$ cat src/rtl/seg7_pkg.sv
// Shared constants for the four-digit seven-segment scanner.
//   FONT_TAB : active-low g..a patterns for hex digits 0..F
//   AN_OFF   : all anodes disabled (active-low)
//   CX_OFF   : all segments and dp dark (active-low)
//   DP_OFF   : decimal-point bit value when the dp is dark
//   DIGITS   : number of multiplexed digits
package seg7_pkg;

    localparam int DIGITS = 4;

    localparam logic [3:0] AN_OFF = 4'b1111;
    localparam logic [7:0] CX_OFF = 8'hFF;
    localparam logic       DP_OFF = 1'b1;

    // Index = nibble value, bit 6 = g ... bit 0 = a, 0 = segment lit.
    localparam logic [6:0] FONT_TAB [0:15] = '{
        7'h40, 7'h79, 7'h24, 7'h30, 7'h19, 7'h12, 7'h02, 7'h78,
        7'h00, 7'h10, 7'h08, 7'h03, 7'h46, 7'h21, 7'h06, 7'h0E
    };

endpackage

$ cat src/rtl/seg7_font.sv
// Combinational hex-nibble to seven-segment decoder.
//   nibble : hex digit to render
//   seg    : active-low segment pattern, seg[6:0] = g..a
module seg7_font
    import seg7_pkg::*;
(
    input  logic [3:0] nibble,
    output logic [6:0] seg
);

    assign seg = FONT_TAB[nibble];

endmodule

$ cat src/rtl/seg7_scan.sv
// Time-multiplexed driver for a 4-anode / 8-segment display.
// The shown value is snapshotted once per scan frame so a frame never mixes
// old and new digits, and every digit slot starts with a dark guard interval
// so the previous digit's segments cannot ghost onto the next anode.
//   clk        : system clock
//   reset      : asynchronous, active-high reset
//   value      : four hex nibbles, nibble k on digit k (digit 0 rightmost)
//   dp         : per-digit decimal-point request, active-high
//   blank_lz   : 1 = blank leading zero digits (digit 0 always shown)
//   AN         : registered anode enables, active-low
//   CX         : registered segments, active-low, CX[7] = dp, CX[6:0] = g..a
//   frame_tick : one-cycle pulse in the cycle after a snapshot is taken
module seg7_scan
    import seg7_pkg::*;
#(
    parameter int DIV   = 100000,
    parameter int GUARD = 1000,
    parameter int CNT_W = 17
) (
    input  logic              clk,
    input  logic              reset,
    input  logic [15:0]       value,
    input  logic [DIGITS-1:0] dp,
    input  logic              blank_lz,
    output logic [3:0]        AN,
    output logic [7:0]        CX,
    output logic              frame_tick
);

    logic [CNT_W-1:0]  cnt_r;
    logic [1:0]        idx_r;
    logic [15:0]       shadow_value_r;
    logic [DIGITS-1:0] shadow_dp_r;
    logic              shadow_blz_r;
    logic [3:0]        an_r;
    logic [7:0]        cx_r;
    logic              frame_tick_r;

    logic              tick_s;
    logic              snap_s;
    logic [3:0]        nibble_s;
    logic              upper_zero_s;
    logic              blank_s;
    logic              dark_s;
    logic [6:0]        font_s;

    assign tick_s = (cnt_r == CNT_W'(DIV - 1));
    assign snap_s = tick_s && (idx_r == 2'd3);

    // Select the active nibble and decide whether it is a leading zero:
    // digit k is blanked only when nibbles k..3 are all zero.
    always_comb begin
        nibble_s     = 4'h0;
        upper_zero_s = 1'b0;
        case (idx_r)
            2'd0: begin
                nibble_s     = shadow_value_r[3:0];
                upper_zero_s = 1'b0;
            end
            2'd1: begin
                nibble_s     = shadow_value_r[7:4];
                upper_zero_s = (shadow_value_r[15:4] == 12'h000);
            end
            2'd2: begin
                nibble_s     = shadow_value_r[11:8];
                upper_zero_s = (shadow_value_r[15:8] == 8'h00);
            end
            2'd3: begin
                nibble_s     = shadow_value_r[15:12];
                upper_zero_s = (shadow_value_r[15:12] == 4'h0);
            end
            default: begin
                nibble_s     = 4'h0;
                upper_zero_s = 1'b0;
            end
        endcase
    end

    assign blank_s = shadow_blz_r && upper_zero_s;
    assign dark_s  = (cnt_r < CNT_W'(GUARD)) || blank_s;

    seg7_font u_font (
        .nibble (nibble_s),
        .seg    (font_s)
    );

    // Prescaler, digit index and once-per-frame input snapshot.
    always_ff @(posedge clk or posedge reset) begin
        if (reset) begin
            cnt_r          <= '0;
            idx_r          <= 2'd0;
            shadow_value_r <= 16'h0000;
            shadow_dp_r    <= '0;
            shadow_blz_r   <= 1'b0;
            frame_tick_r   <= 1'b0;
        end else begin
            if (tick_s) begin
                cnt_r <= '0;
                idx_r <= idx_r + 2'd1;
            end else begin
                cnt_r <= cnt_r + CNT_W'(1);
            end
            if (snap_s) begin
                shadow_value_r <= value;
                shadow_dp_r    <= dp;
                shadow_blz_r   <= blank_lz;
            end
            frame_tick_r <= snap_s;
        end
    end

    // Registered anode/segment drive; one cycle behind the scan state.
    always_ff @(posedge clk or posedge reset) begin
        if (reset) begin
            an_r <= AN_OFF;
            cx_r <= CX_OFF;
        end else if (dark_s) begin
            an_r <= AN_OFF;
            cx_r <= CX_OFF;
        end else begin
            an_r <= ~(4'b0001 << idx_r);
            cx_r <= {(shadow_dp_r[idx_r] ? ~DP_OFF : DP_OFF), font_s};
        end
    end

    assign AN         = an_r;
    assign CX         = cx_r;
    assign frame_tick = frame_tick_r;

endmodule

$ cat config.mk
export PLATFORM = sky130hd
export DESIGN_NAME = seg7_scan
export DESIGN_NICKNAME = d
export VERILOG_FILES = /design/src/rtl/seg7_pkg.sv /design/src/rtl/seg7_font.sv /design/src/rtl/seg7_scan.sv
export SDC_FILE = /design/constraint.sdc
export NUM_CORES = 1
export LEC_CHECK = 0
export BUFFER_PORTS_ARGS = -buffer_cell sky130_fd_sc_hd__buf_2
export CORE_MARGIN = 5
export CORE_UTILIZATION = 27
export CTS_CLUSTER_DIAMETER = 120
export DETAILED_ROUTE_END_ITERATION = 10
export PLACE_DENSITY = 0.43
export RECOVER_POWER = 50
export REMOVE_ABC_BUFFERS = 1
export SYNTH_ARGS = -nofsm -noshare
export SYNTH_HDL_FRONTEND = slang
export SYNTH_SLANG_ARGS = --single-unit
$ cat constraint.sdc
create_clock -name clk -period 2 [get_ports clk]
set_input_delay 0.6 -clock clk [delete_from_list [all_inputs] [get_ports clk]]
set_output_delay 0.6 -clock clk [all_outputs]
set_load 0.05 [all_outputs]
[Word-level counts from Yosys, hierarchy flattened]
Memory sizes are Yosys's and may differ from the RTL's.
Index checks and enable logic that the tools add are counted.
Word-level totals
  ROM bits: 112
  memories kept: 1
  input bits: 23
  output and inout port bits: 13
  register bits after elaboration: 53
Memory list
  (no name shown): words 16, width 7, rd ports 1, clocked after Yosys merged registers in 0, write ports 0, line seg7_font.sv:11  | assign seg = FONT_TAB[nibble];
Cells by class
  order comparisons: 3
  shifts and indexed selects: 1
  equality and inequality tests: 4
  multiplexer cells: 10
  reductions and logical operators: 7
  bitwise operators: 2
  add/sub/neg operators: 2
Operator list (number)
  17-bit by 1-bit adder with 17-bit output (second input constant): 1
  17-bit equality test (second input constant): 1
  17-bit by 10-bit less-than comparator with 1-bit output (second input constant): 1
  17-bit two-way mux: 1
  4-bit one-hot mux with 4 select lines: 1
  7-bit two-way mux: 2
  12-bit logical NOT: 1
  8-bit logical NOT: 1
  8-bit two-way mux: 1
  5-bit greater-or-equal comparator (second input constant): 1
  4-bit NOT with 5-bit output: 1
  2-bit equality test (second input constant): 2
  4-bit logical NOT: 1
  4-bit two-way mux: 1
  4-bit NOT: 1
  1-bit one-hot mux with 4 select lines: 1
  1-bit by 2-bit << shifter with 4-bit output (first input constant): 1
  2-bit by 3-bit less-than comparator with 1-bit output (second input constant): 1
  2-bit by 1-bit adder with 2-bit output (second input constant): 1
  1-bit binary-select mux with 2-bit select: 1
  2-bit by 1-bit equality test with 1-bit output (second input constant): 1
  1-bit logical AND: 2
  2-bit logical NOT: 1
  1-bit two-way mux: 2
  1-bit logical OR: 1

[Longest topological paths before layout]
Gate-level depths: netlist of run 1.
  word-level depth: 7
  depth in mapped cells: 10

[Modules after synthesis]
Synthesis of run 1 repeated with hierarchy kept, for this count alone.
Second synthesis, totals
  cells, all modules: 224
  area total of the unflattened synthesis: 2751.4 um^2
Modules (own cells, without submodules)
  seg7_scan: times used 1, cells an instance 192, seq. area each 1341.3 um^2, area each 2476.1 um^2
  seg7_font: times used 1, cells an instance 32, seq. area each 0.0 um^2, area each 275.3 um^2

[Least setup slack after synthesis of run 1]
No wires, ideal clock.
  path kind: reg-to-reg
  start point: register idx_r[0]
  end point: register cx_r[0] (netlist: CX[0])
  required time: 1.910 ns
  buffers on the path: 1
  library setup time: 0.090 ns
  clock period less this slack: 2.059 ns
  arrival time: 1.969 ns
  cell stages (with the launch flop): 10
  path slack: -0.059 ns
  path through: dfrtp_1 ha_1 buf_6 a222oi_1 mux2_2 inv_1 ha_1 a211o_1 o22ai_1 a32oi_1
Between the ends
  cells in the longest elaborated chain, start to end: 7
  elaborated cells on any way between the ends: 13
  classes of those cells: eq/ne: 3; mux: 5; bitwise: 1; reduce/logical: 3; memory: 1
Ends and longest elaborated chain
  start: declaration: line seg7_scan.sv:31  | logic [1:0] idx_r;
  start signal: assignment: line seg7_scan.sv:99  | idx_r <= idx_r + 2'd1;
  2-bit equality test (tied with other cells): line seg7_scan.sv:55  | case (idx_r)
  4-bit one-hot mux with 4 select lines: line seg7_scan.sv:55
  4-bit NOT with 5-bit output (implied by the code): line seg7_font.sv:11
  memory 16 x 7 bit
  7-bit two-way mux (implied by the code) (2 in a row): line seg7_font.sv:11
  8-bit two-way mux *: line seg7_scan.sv:117  | end else if (dark_s) begin
  end signal: assignment: line seg7_scan.sv:122  | cx_r <= {(shadow_dp_r[idx_r] ? ~DP_OFF : DP_OFF), font_s};
  end: declaration: line seg7_scan.sv:36  | logic [7:0] cx_r;
Every way passes the cells marked *; elsewhere a longest branch is shown, timed or not. The select of a mux whose other input is x is not followed.
A chain may end at the register's enable or synchronous reset.

[Final worst setup path of run 1]
Same ends and word-level chain as after synthesis.

==> results of run 1 <==
worst reg2reg max path: stages, from the launching register on:
cell and delay (ns):
sky130_fd_sc_hd__dfrtp_2 0.46, sky130_fd_sc_hd__inv_2 0.08, sky130_fd_sc_hd__ha_1 0.23, sky130_fd_sc_hd__inv_2 0.11, sky130_fd_sc_hd__mux2_4 0.35, sky130_fd_sc_hd__ha_1 0.25, sky130_fd_sc_hd__a211o_1 0.24, sky130_fd_sc_hd__o22ai_1 0.16
sky130_fd_sc_hd__a32oi_1 0.08
flip-flops by register name (all words and copies together), names as in the netlist:
name	count
CX	8
frame_tick	1
shadow_blz_r	1
cnt_r	17
shadow_value_r	16
idx_r	2
shadow_dp_r	4
AN	4
metal layers:
| metal | up-vias | track usage [%] | wire length, um |
|---|---|---|---|
| met1 | 913 | 15.7 | 3040 |
| met3 | 5 | 2.17 | 212 |
| met4 | 0 | 2.94 | 67 |
| met5 | - | 0 | 0 |
| li1 | 924 | - | - |
| met2 | 32 | 15.6 | 2520 |
stage by stage:
| step | std cells | hold slack [ns] | power, W | setup WS, ns |
|---|---|---|---|---|
| 2_1_floorplan | 209 | 0.455 | 0.00121 | -0.0785 |
| 3_3_place_gp | 405 | 0.500 | 0.00127 | -0.123 |
| 3_5_place_dp | 405 | 0.501 | 0.00127 | -0.149 |
| 4_1_cts | 416 | 0.339 | 0.00189 | -0.000827 |
| 5_1_grt | 417 | 0.503 | 0.00195 | -0.167 |
| 6_report | 417 | 0.516 | 0.00186 | -0.0304 |
cells in the mapped netlist (2+ instances only):
| library cell | number | area, um^2 |
|---|---|---|
| sky130_fd_sc_hd__a21o_1 | 2 | 15.0 |
| sky130_fd_sc_hd__a21oi_1 | 6 | 30.0 |
| sky130_fd_sc_hd__nor2b_1 | 3 | 18.8 |
| sky130_fd_sc_hd__buf_6 | 3 | 33.8 |
| sky130_fd_sc_hd__and4_1 | 2 | 17.5 |
| sky130_fd_sc_hd__mux2_2 | 3 | 33.8 |
| sky130_fd_sc_hd__ha_1 | 11 | 138 |
| sky130_fd_sc_hd__or3_1 | 2 | 12.5 |
| sky130_fd_sc_hd__a222oi_1 | 3 | 30.0 |
| sky130_fd_sc_hd__inv_1 | 11 | 41.3 |
| sky130_fd_sc_hd__a211o_1 | 3 | 26.3 |
| sky130_fd_sc_hd__nand3_1 | 8 | 40.0 |
| sky130_fd_sc_hd__buf_2 | 4 | 20.0 |
| sky130_fd_sc_hd__nor4_1 | 4 | 25.0 |
| sky130_fd_sc_hd__dfrtp_1 | 41 | 1030 |
| sky130_fd_sc_hd__o21ai_0 | 3 | 15.0 |
| sky130_fd_sc_hd__nor3_1 | 3 | 15.0 |
| sky130_fd_sc_hd__mux2_4 | 20 | 300 |
| sky130_fd_sc_hd__nand4_1 | 5 | 31.3 |
| sky130_fd_sc_hd__dfstp_2 | 12 | 315 |
| sky130_fd_sc_hd__a211oi_1 | 5 | 37.5 |
| sky130_fd_sc_hd__xnor2_1 | 8 | 70.1 |
| sky130_fd_sc_hd__nand2_1 | 16 | 60.1 |
| sky130_fd_sc_hd__nor2_1 | 11 | 41.3 |
| sky130_fd_sc_hd__xor2_1 | 5 | 43.8 |
| sky130_fd_sc_hd__o221ai_1 | 2 | 17.5 |
| sky130_fd_sc_hd__mux2i_1 | 4 | 40.0 |
kinds of logic after synthesis:
| family | Yosys count |
|---|---|
| AO/OA/AOI/OAI | 33 |
| XOR/XNOR | 13 |
| flip-flops | 53 |
| AND/OR/NAND/NOR | 60 |
| buffers and inverters | 19 |
| multiplexers | 28 |
| adder cells (fa/ha/maj) | 11 |
power by group through the flow:
stage | sequential, W | clock (W) | combinational, W
2_1_floorplan | 0.00112 | 0 | 0.0000855
3_3_place_gp | 0.00113 | 0 | 0.000138
3_5_place_dp | 0.00113 | 0 | 0.000138
4_1_cts | 0.00111 | 0.000626 | 0.000150
5_1_grt | 0.00112 | 0.000665 | 0.000172
6_report | 0.00111 | 0.000598 | 0.000153
final timing paths:
path,startpoint,end,slack [ns],depth (start not counted)
worst max-delay path,idx_r[0]$_DFFE_PP0N_,CX[0]$_DFF_PP1_,-0.03,8
worst min-delay path,value[5],shadow_value_r[5]$_DFFE_PP0P_,0.52,2
worst max register to register,idx_r[0]$_DFFE_PP0N_,CX[0]$_DFF_PP1_,-0.03,8
worst min register to register,shadow_value_r[1]$_DFFE_PP0P_,shadow_value_r[1]$_DFFE_PP0P_,0.52,1
max in group asynchronous,reset,idx_r[1]$_DFFE_PP0N_,0.44,3
min in group asynchronous,reset,shadow_value_r[3]$_DFFE_PP0P_,0.71,3
layout make-up:
class	count	area share (%)
clock inverter	2	0.292
timing repair buffer	67	12.0
multi-input combinational	145	40.1
inverter	11	1.35
tap	133	4.86
sequential	53	39.2
clock buffer	6	2.12
what timing repair did:
item | 4_1_cts | 5_1_grt
resized for setup | 21 | 15
buffers inserted | 3 | 1
pin swaps | 4 | 9
setup endpoints to repair | 7 | 7
==> results.txt, run 1 <==
----------------------------------------------------
[Worst setup path]
  Endpoint type of the worst setup path ... flop
  Cell breakdown of the critical path ... inv_2, ha_1, inv_2, mux2_4, ha_1, a211o_1, o22ai_1, a32oi_1
  Top fanout value on the critical path ... 4
  Launching element type of the critical path ... flop
  Required arrival time at the worst endpoint ... 2.22 ns
  Slowest-stage cell, CP ... sky130_fd_sc_hd__dfrtp_2
  Delay-heaviest family, CP ... compound AO/OA/AOI/OAI gates
  Setup Crit Path Kind ... flop to flop
  Crit path buf inv count ... 2
  Data arrival, critical path ... 2.25 ns
  Crit-path max cell delay ... 0.46 ns

[Run status]
  Violations in the final reports ... negative setup slack
  Result of the run ... complete, but fails checks

[Synth]
  Number of distinct library cell variants in the gate-level netlist after synthesis ... 44
  Sequential element share of the synthesized area ... 50.1%
  Top FF cell, synth ... sky130_fd_sc_hd__dfrtp_1
  Number of flops mapped to enable cells by yosys ... 0
  Synthesized netlist cell count ... 217
  Mux cell area share after synthesis ... 14.8%
  FF+latch count, synth ... 53
  Fraction of the mapped netlist area in adder cells ... 5.14%
  Area of the mapped netlist ... 2680 um^2
  Basic-gate share of the synthesized area counting and, or, nand and nor cells ... 12.5%
  Synth warnings ... 0
  Post-synthesis async set-or-reset flop share ... 100%
  XOR/XNOR share of the synthesized area ... 4.25%
  Synth Area in Compound Gates ... 9.43%
  Average instance area after synthesis ... 12.3 um^2
  Combinational family with the most area after synthesis ... multiplexers

[Timing]
  Endpoints failing setup ... 2
  Slew Viols, Final ... 0
  Max Freq ... 493 MHz
  Crit share post-route ... 102%
  Total negative slack for setup checks ... -0.0608 ns
  Relative slew slack ... 13.7%
  Transition time at the pin with the least slew margin ... 1.29 ns
  Post-route minimum period ... 2.03 ns
  Layout Skew ... 0.0127 ns
  Worst Setup Slack, final ... -0.0304 ns
  Unrepaired setup endpoints after global routing ... true
  Count of endpoints failing hold in the final timing report ... 0

[Global routing]
  Maximum number of pins on one net before global-route repair ... 54
  Overall overflow remaining after global route ... 0
  Number of global-route vias before repair ... 2012
  Number of antenna violations at the first check in global routing ... 0
  Overall routing resource usage ... 10.6%
  Global-route wire length before repair ... 10000 um

[Clock tree]
  Root Buffer ... sky130_fd_sc_hd__clkbuf_8
  Clock-pin transition on the worst setup and hold timing paths ... 0.10 ns
  Number of buffers inserted by hold repair at cts ... 0
  Largest buffer count on any clock path ... 2
  Cts bufs inserted ... 5
  CTS tree ... built
  H-Tree Depth ... 2
  Clock latency on the worst-skew pair ... 0.31 ns
  Clk sinks ... 53

[Cells and area]
  Antenna cell count ... 0
  Post-layout net count ... 317
  Commonest non-fill, non-tap cells in the layout ... sky130_fd_sc_hd__dfrtp_1, sky130_fd_sc_hd__buf_2, sky130_fd_sc_hd__buf_4
  Synth-to-layout area growth ... 27.9%
  Post-route cell area ... 3430 um^2
  Filler cells ... 1004
  Leading cell type in the layout, fill and taps excluded ... sky130_fd_sc_hd__dfrtp_1
  Area of the multi-input gates ... 1380 um^2
  Area occupied by registers ... 1340 um^2
  Proportion of layout cells with a drive suffix above 1 ... 47.9%
  Final Util ... 35.2%

[Power and ir drop]
  Net switching power figure ... 0.000447 W
  Leak Pwr ... 1.55 nW
  Combinational Power Share ... 8.2%
  Sequential share of power ... 59.7%
  Power per standard cell area ... 544 nW/um^2
  Portion of total power attributed to the clock network ... 32.1%
  Max IR drop VDD ... 259 uV
  Cell-internal power ... 0.00142 W
  Switching power as a share of total power ... 24.0%

[Route]
  Final wirelength ... 5840 um
  First-pass iteration count of the detailed router ... 4
  Iteration-0 DRC count of the detailed router ... 97
  Average wire per standard cell ... 14.0 um
  Vias ... 1874
  Ratio of routed vias to standard cells ... 4.49
  Antenna-violating nets left ... 0
  Post-detailed-route DRC marker count ... 0

[Die]
  Rows ... 36
  Core area ... 9730 um^2
  Area enclosed by the die boundary ... 12000 um^2
  Horizontal extent of the die ... 110 um
  DIE HEIGHT ... 110 um
  Initial core utilization ... 27.5%
  Boundary pin count ... 36

[Job]
  # Max-Cap Violations ... 0

[Min path]
  Hold WC Path Type ... input port to flop

[Place]
  Detailed placement HPWL ... 4290 um
  Number of I/O port buffers ... 35
  Final RePlAce weighted congestion ... 0.739
  Placed standard-cell area ... 3180 um^2

----------------------------------------------------
No activity file was read; power rests on OpenSTA's default activity.
==> inputs of run 2 (changes only) <==
--- a/config.mk
+++ b/config.mk
@@ -5,9 +5,11 @@
 export SDC_FILE = /design/constraint.sdc
 export NUM_CORES = 1
 export LEC_CHECK = 0
+export ABC_AREA = 1
 export BUFFER_PORTS_ARGS = -buffer_cell sky130_fd_sc_hd__buf_2
 export CORE_MARGIN = 5
 export CORE_UTILIZATION = 27
+export CTS_BUF_LIST = sky130_fd_sc_hd__clkbuf_8 sky130_fd_sc_hd__clkbuf_16
 export CTS_CLUSTER_DIAMETER = 120
 export DETAILED_ROUTE_END_ITERATION = 10
 export PLACE_DENSITY = 0.43
==> run 2 against run 1 <==
- the flow now finishes without violations
- flip-flop and latch count unchanged
- first-iteration DRC count fell by 32%
- die area grew 3.1%
- hold slack worse by 0.21 ns
- largest cell class is now flip-flops and latches
==> results.txt, run 2 <==
----------------------------------------------------
[Route]
  Post-detailed-route DRC marker count ... 0 (unchanged)
  Average wire per standard cell ... 11.8 um (-16%)
  Final wirelength ... 6400 um (+9.6%)
  Antenna-violating nets left ... 0 (unchanged)
  Iteration-0 DRC count of the detailed router ... 66 (-32%)
  Vias ... 2288 (+22%)
  Ratio of routed vias to standard cells ... 4.21 (-6.4%)
  First-pass iteration count of the detailed router ... 4 (unchanged)

[Clock tree]
  Clk sinks ... 53 (unchanged)
  Number of buffers inserted by hold repair at cts ... 0 (unchanged)
  H-Tree Depth ... 2 (unchanged)
  Root Buffer ... sky130_fd_sc_hd__clkbuf_8
  Cts bufs inserted ... 5 (unchanged)
  CTS tree ... built
  Clock latency on the worst-skew pair ... 0.32 ns (about the same)
  Clock-pin transition on the worst setup and hold timing paths ... 0.11 ns (about the same)
  Largest buffer count on any clock path ... 2 (unchanged)

[Timing]
  Relative slew slack ... 39.4% (+26 points)
  Worst hold slack across all endpoints ... 0.308 ns (-0.208 ns)
  Count of endpoints failing hold in the final timing report ... 0 (unchanged)
  Max Freq ... 531 MHz (+7.9%)
  Crit share post-route ... 94.1% (-7.4 points)
  Endpoints failing setup ... 0 (-2)
  Post-route minimum period ... 1.88 ns (-0.148 ns)
  Layout Skew ... 0.0142 ns (+0.00153 ns)
  Unrepaired setup endpoints after global routing ... true
  Slew Viols, Final ... 0 (unchanged)
  Transition time at the pin with the least slew margin ... 0.909 ns (-0.386 ns)

[Cells and area]
  Final Non-Filler Cells ... 544 (+30%)
  Flip-flop count of the largest register after layout ... 17 (unchanged)
  Commonest non-fill, non-tap cells in the layout ... sky130_fd_sc_hd__nand2_1, sky130_fd_sc_hd__dfrtp_1, sky130_fd_sc_hd__nor2_1
  Register ranked first by flip-flop count ... cnt_r
  Synth-to-layout area growth ... 20.6%
  Proportion of layout cells with a drive suffix above 1 ... 25.2% (-23 points)
  Post-layout net count ... 441 (+39%)
  Leading cell type in the layout, fill and taps excluded ... sky130_fd_sc_hd__nand2_1
  Antenna cell count ... 0 (unchanged)
  Filler cells ... 1135 (+13%)

[Worst setup path]
  Launching element type of the critical path ... flop
  Cell breakdown of the critical path ... inv_2, ha_4, inv_2, or2_2, o21ai_2, buf_6, ha_2, inv_1, nand3_1, nand3_1, nand2_1, inv_1, nand2_1
  Setup Crit Path Kind ... flop to flop
  Endpoint type of the worst setup path ... flop
  Crit-path max cell delay ... 0.45 ns (about the same)
  Top fanout value on the critical path ... 6 (+2)
  Slowest-stage cell, CP ... sky130_fd_sc_hd__dfrtp_1
  Data arrival, critical path ... 2.15 ns (-0.10 ns)
  Required arrival time at the worst endpoint ... 2.27 ns (+0.05 ns)

[Global routing]
  Number of global-route vias before repair ... 2283 (+13%)
  Overall routing resource usage ... 10.9% (+0.29 points)
  Number of antenna violations at the first check in global routing ... 0 (unchanged)
  Global-route wire length before repair ... 11000 um (+9.2%)
  Overall overflow remaining after global route ... 0 (unchanged)
  Maximum number of pins on one net before global-route repair ... 40 (-26%)

[Die]
  Core area ... 10200 um^2 (+4.7%)
  Area enclosed by the die boundary ... 12400 um^2 (+3.1%)
  Initial core utilization ... 27.2% (-0.35 points)
  Boundary pin count ... 36 (unchanged)
  DIE HEIGHT ... 111 um (+1.5%)
  Rows ... 37 (+2.8%)
  Horizontal extent of the die ... 111 um (+1.5%)

[Place]
  Detailed placement HPWL ... 4810 um (+12%)
  Final RePlAce weighted congestion ... 0.809 (+9.6%)
  Number of I/O port buffers ... 35 (unchanged)
  Placed Cells incl. Taps ... 532 (+31%)

[Synth]
  Synthesized netlist cell count ... 354 (+63%)
  Area of the mapped netlist ... 2770 um^2 (+3.4%)
  FF+latch count, synth ... 53 (unchanged)
  Synth warnings ... 0 (unchanged)
  Top FF cell, synth ... sky130_fd_sc_hd__dfrtp_1
  Commonest cells post-synth ... sky130_fd_sc_hd__nand2_1, sky130_fd_sc_hd__dfrtp_1, sky130_fd_sc_hd__nor2_1, sky130_fd_sc_hd__inv_1, sky130_fd_sc_hd__nand3_1
  Sequential element share of the synthesized area ... 48.4% (-1.6 points)
  Area fraction of the dominant cell type after synthesis ... 37.1% (-1.2 points)
  Number of distinct library cell variants in the gate-level netlist after synthesis ... 29 (-34%)
  Largest cells by area after synthesis ... sky130_fd_sc_hd__dfrtp_1, sky130_fd_sc_hd__nand2_1, sky130_fd_sc_hd__dfstp_2
  Most used standard cell by instance count after synthesis ... sky130_fd_sc_hd__nand2_1
  Post-synthesis async set-or-reset flop share ... 100% (unchanged)
  Average instance area after synthesis ... 7.82 um^2 (-37%)
  Cell taking the most area after synthesis ... sky130_fd_sc_hd__dfrtp_1
  Number of flops mapped to enable cells by yosys ... 0 (unchanged)

[Min path]
  Hold WC Path Type ... input port to async pin

[Job]
  # Max-Cap Violations ... 0 (unchanged)

[Power and ir drop]
  Power per standard cell area ... 537 nW/um^2 (-1.3%)
  Leak Pwr ... 1.63 nW (+5.5%)
  Max IR drop VDD ... 277 uV (+6.7%)

[Run status]
  Result of the run ... finished, final reports clean

----------------------------------------------------
run 2: metrics by stage:
stage | worst slack, ns | setup TNS [ns] | area, um^2 | total power, W | util, %
after floorplan | -0.00880 | -0.0163 | 2730 | 0.00111 | -
after global placement | 0.0822 | 0 | 3190 | 0.00114 | 31.3
after detailed placement | 0.0278 | 0 | 3190 | 0.00114 | 31.3
after CTS | 0.00432 | 0 | 3290 | 0.00183 | 32.3
after global routing | -0.0345 | -0.0345 | 3340 | 0.00187 | 32.8
final | 0.118 | 0 | 3340 | 0.00179 | 32.8
run 2: logic make-up after synthesis:
group,count (synthesis),synth area share [%]
AOI/OAI and AO/OA,23,4.43
xor gates and xnor gates,4,1.27
adders and majority gates,11,4.97
buffers and inverters,48,7.55
DFF,53,48.4
and+or+nand+nor,215,33.3
run 2: final cells by class:
type,count,area (um^2),area share (%)
Clock inverter,2,16.3,0.487
Clock buffer,6,82.6,2.47
Sequential cell,53,1340,40.2
Multi-Input combinational cell,253,1250,37.4
Inverter,43,171,5.13
Timing Repair Buffer,51,309,9.26
Tap cell,136,170,5.10
run 2: critical path, delay by kind of cell (launching register included):
| family | cells | cell delay [ns] |
|---|---|---|
| DFF | 1 | 0.45 |
| buffers and inverters | 5 | 0.40 |
| AOI/OAI and AO/OA | 1 | 0.08 |
| adders and majority gates | 2 | 0.32 |
| and+or+nand+nor | 5 | 0.60 |
run 2: metal layers:
| layer | part of all wire (%) | up-vias | global-route usage (%) |
|---|---|---|---|
| li1 | - | 1193 | - |
| met1 | 52 | 1040 | 15.7 |
| met2 | 42 | 48 | 15.6 |
| met3 | 4.3 | 7 | 2.95 |
| met4 | 1.7 | 0 | 3.89 |
| met5 | 0 | - | 0 |
run 2: final timing paths:
kind                                 startpoint                             to  depth (start not counted)  slack [ns]
max in group asynchronous                 reset             cnt_r[6]$_DFF_PP0_                          3        0.40
setup / recovery           idx_r[0]$_DFFE_PP0N_                CX[0]$_DFF_PP1_                         13        0.12
hold reg to reg              cnt_r[0]$_DFF_PP0_             cnt_r[0]$_DFF_PP0_                          1        0.48
hold / removal                            reset  shadow_value_r[0]$_DFFE_PP0P_                          2        0.31
min in group clk                       value[1]  shadow_value_r[1]$_DFFE_PP0P_                          3        0.46
setup reg to reg           idx_r[0]$_DFFE_PP0N_                CX[0]$_DFF_PP1_                         13        0.12
run 2: where the power goes:
part	switching [W]	internal (W)	total, W
clock network	0.000390	0.000286	0.000676
registers	0	0.00107	0.00107
logic	0.0000282	0.0000156	0.0000438
total	0.000418	0.00137	0.00179
run 2: what timing repair did:
action,CTS,global route
gates resized for setup,0,15
endpoints found under the setup margin,0,7
buffers inserted,0,4
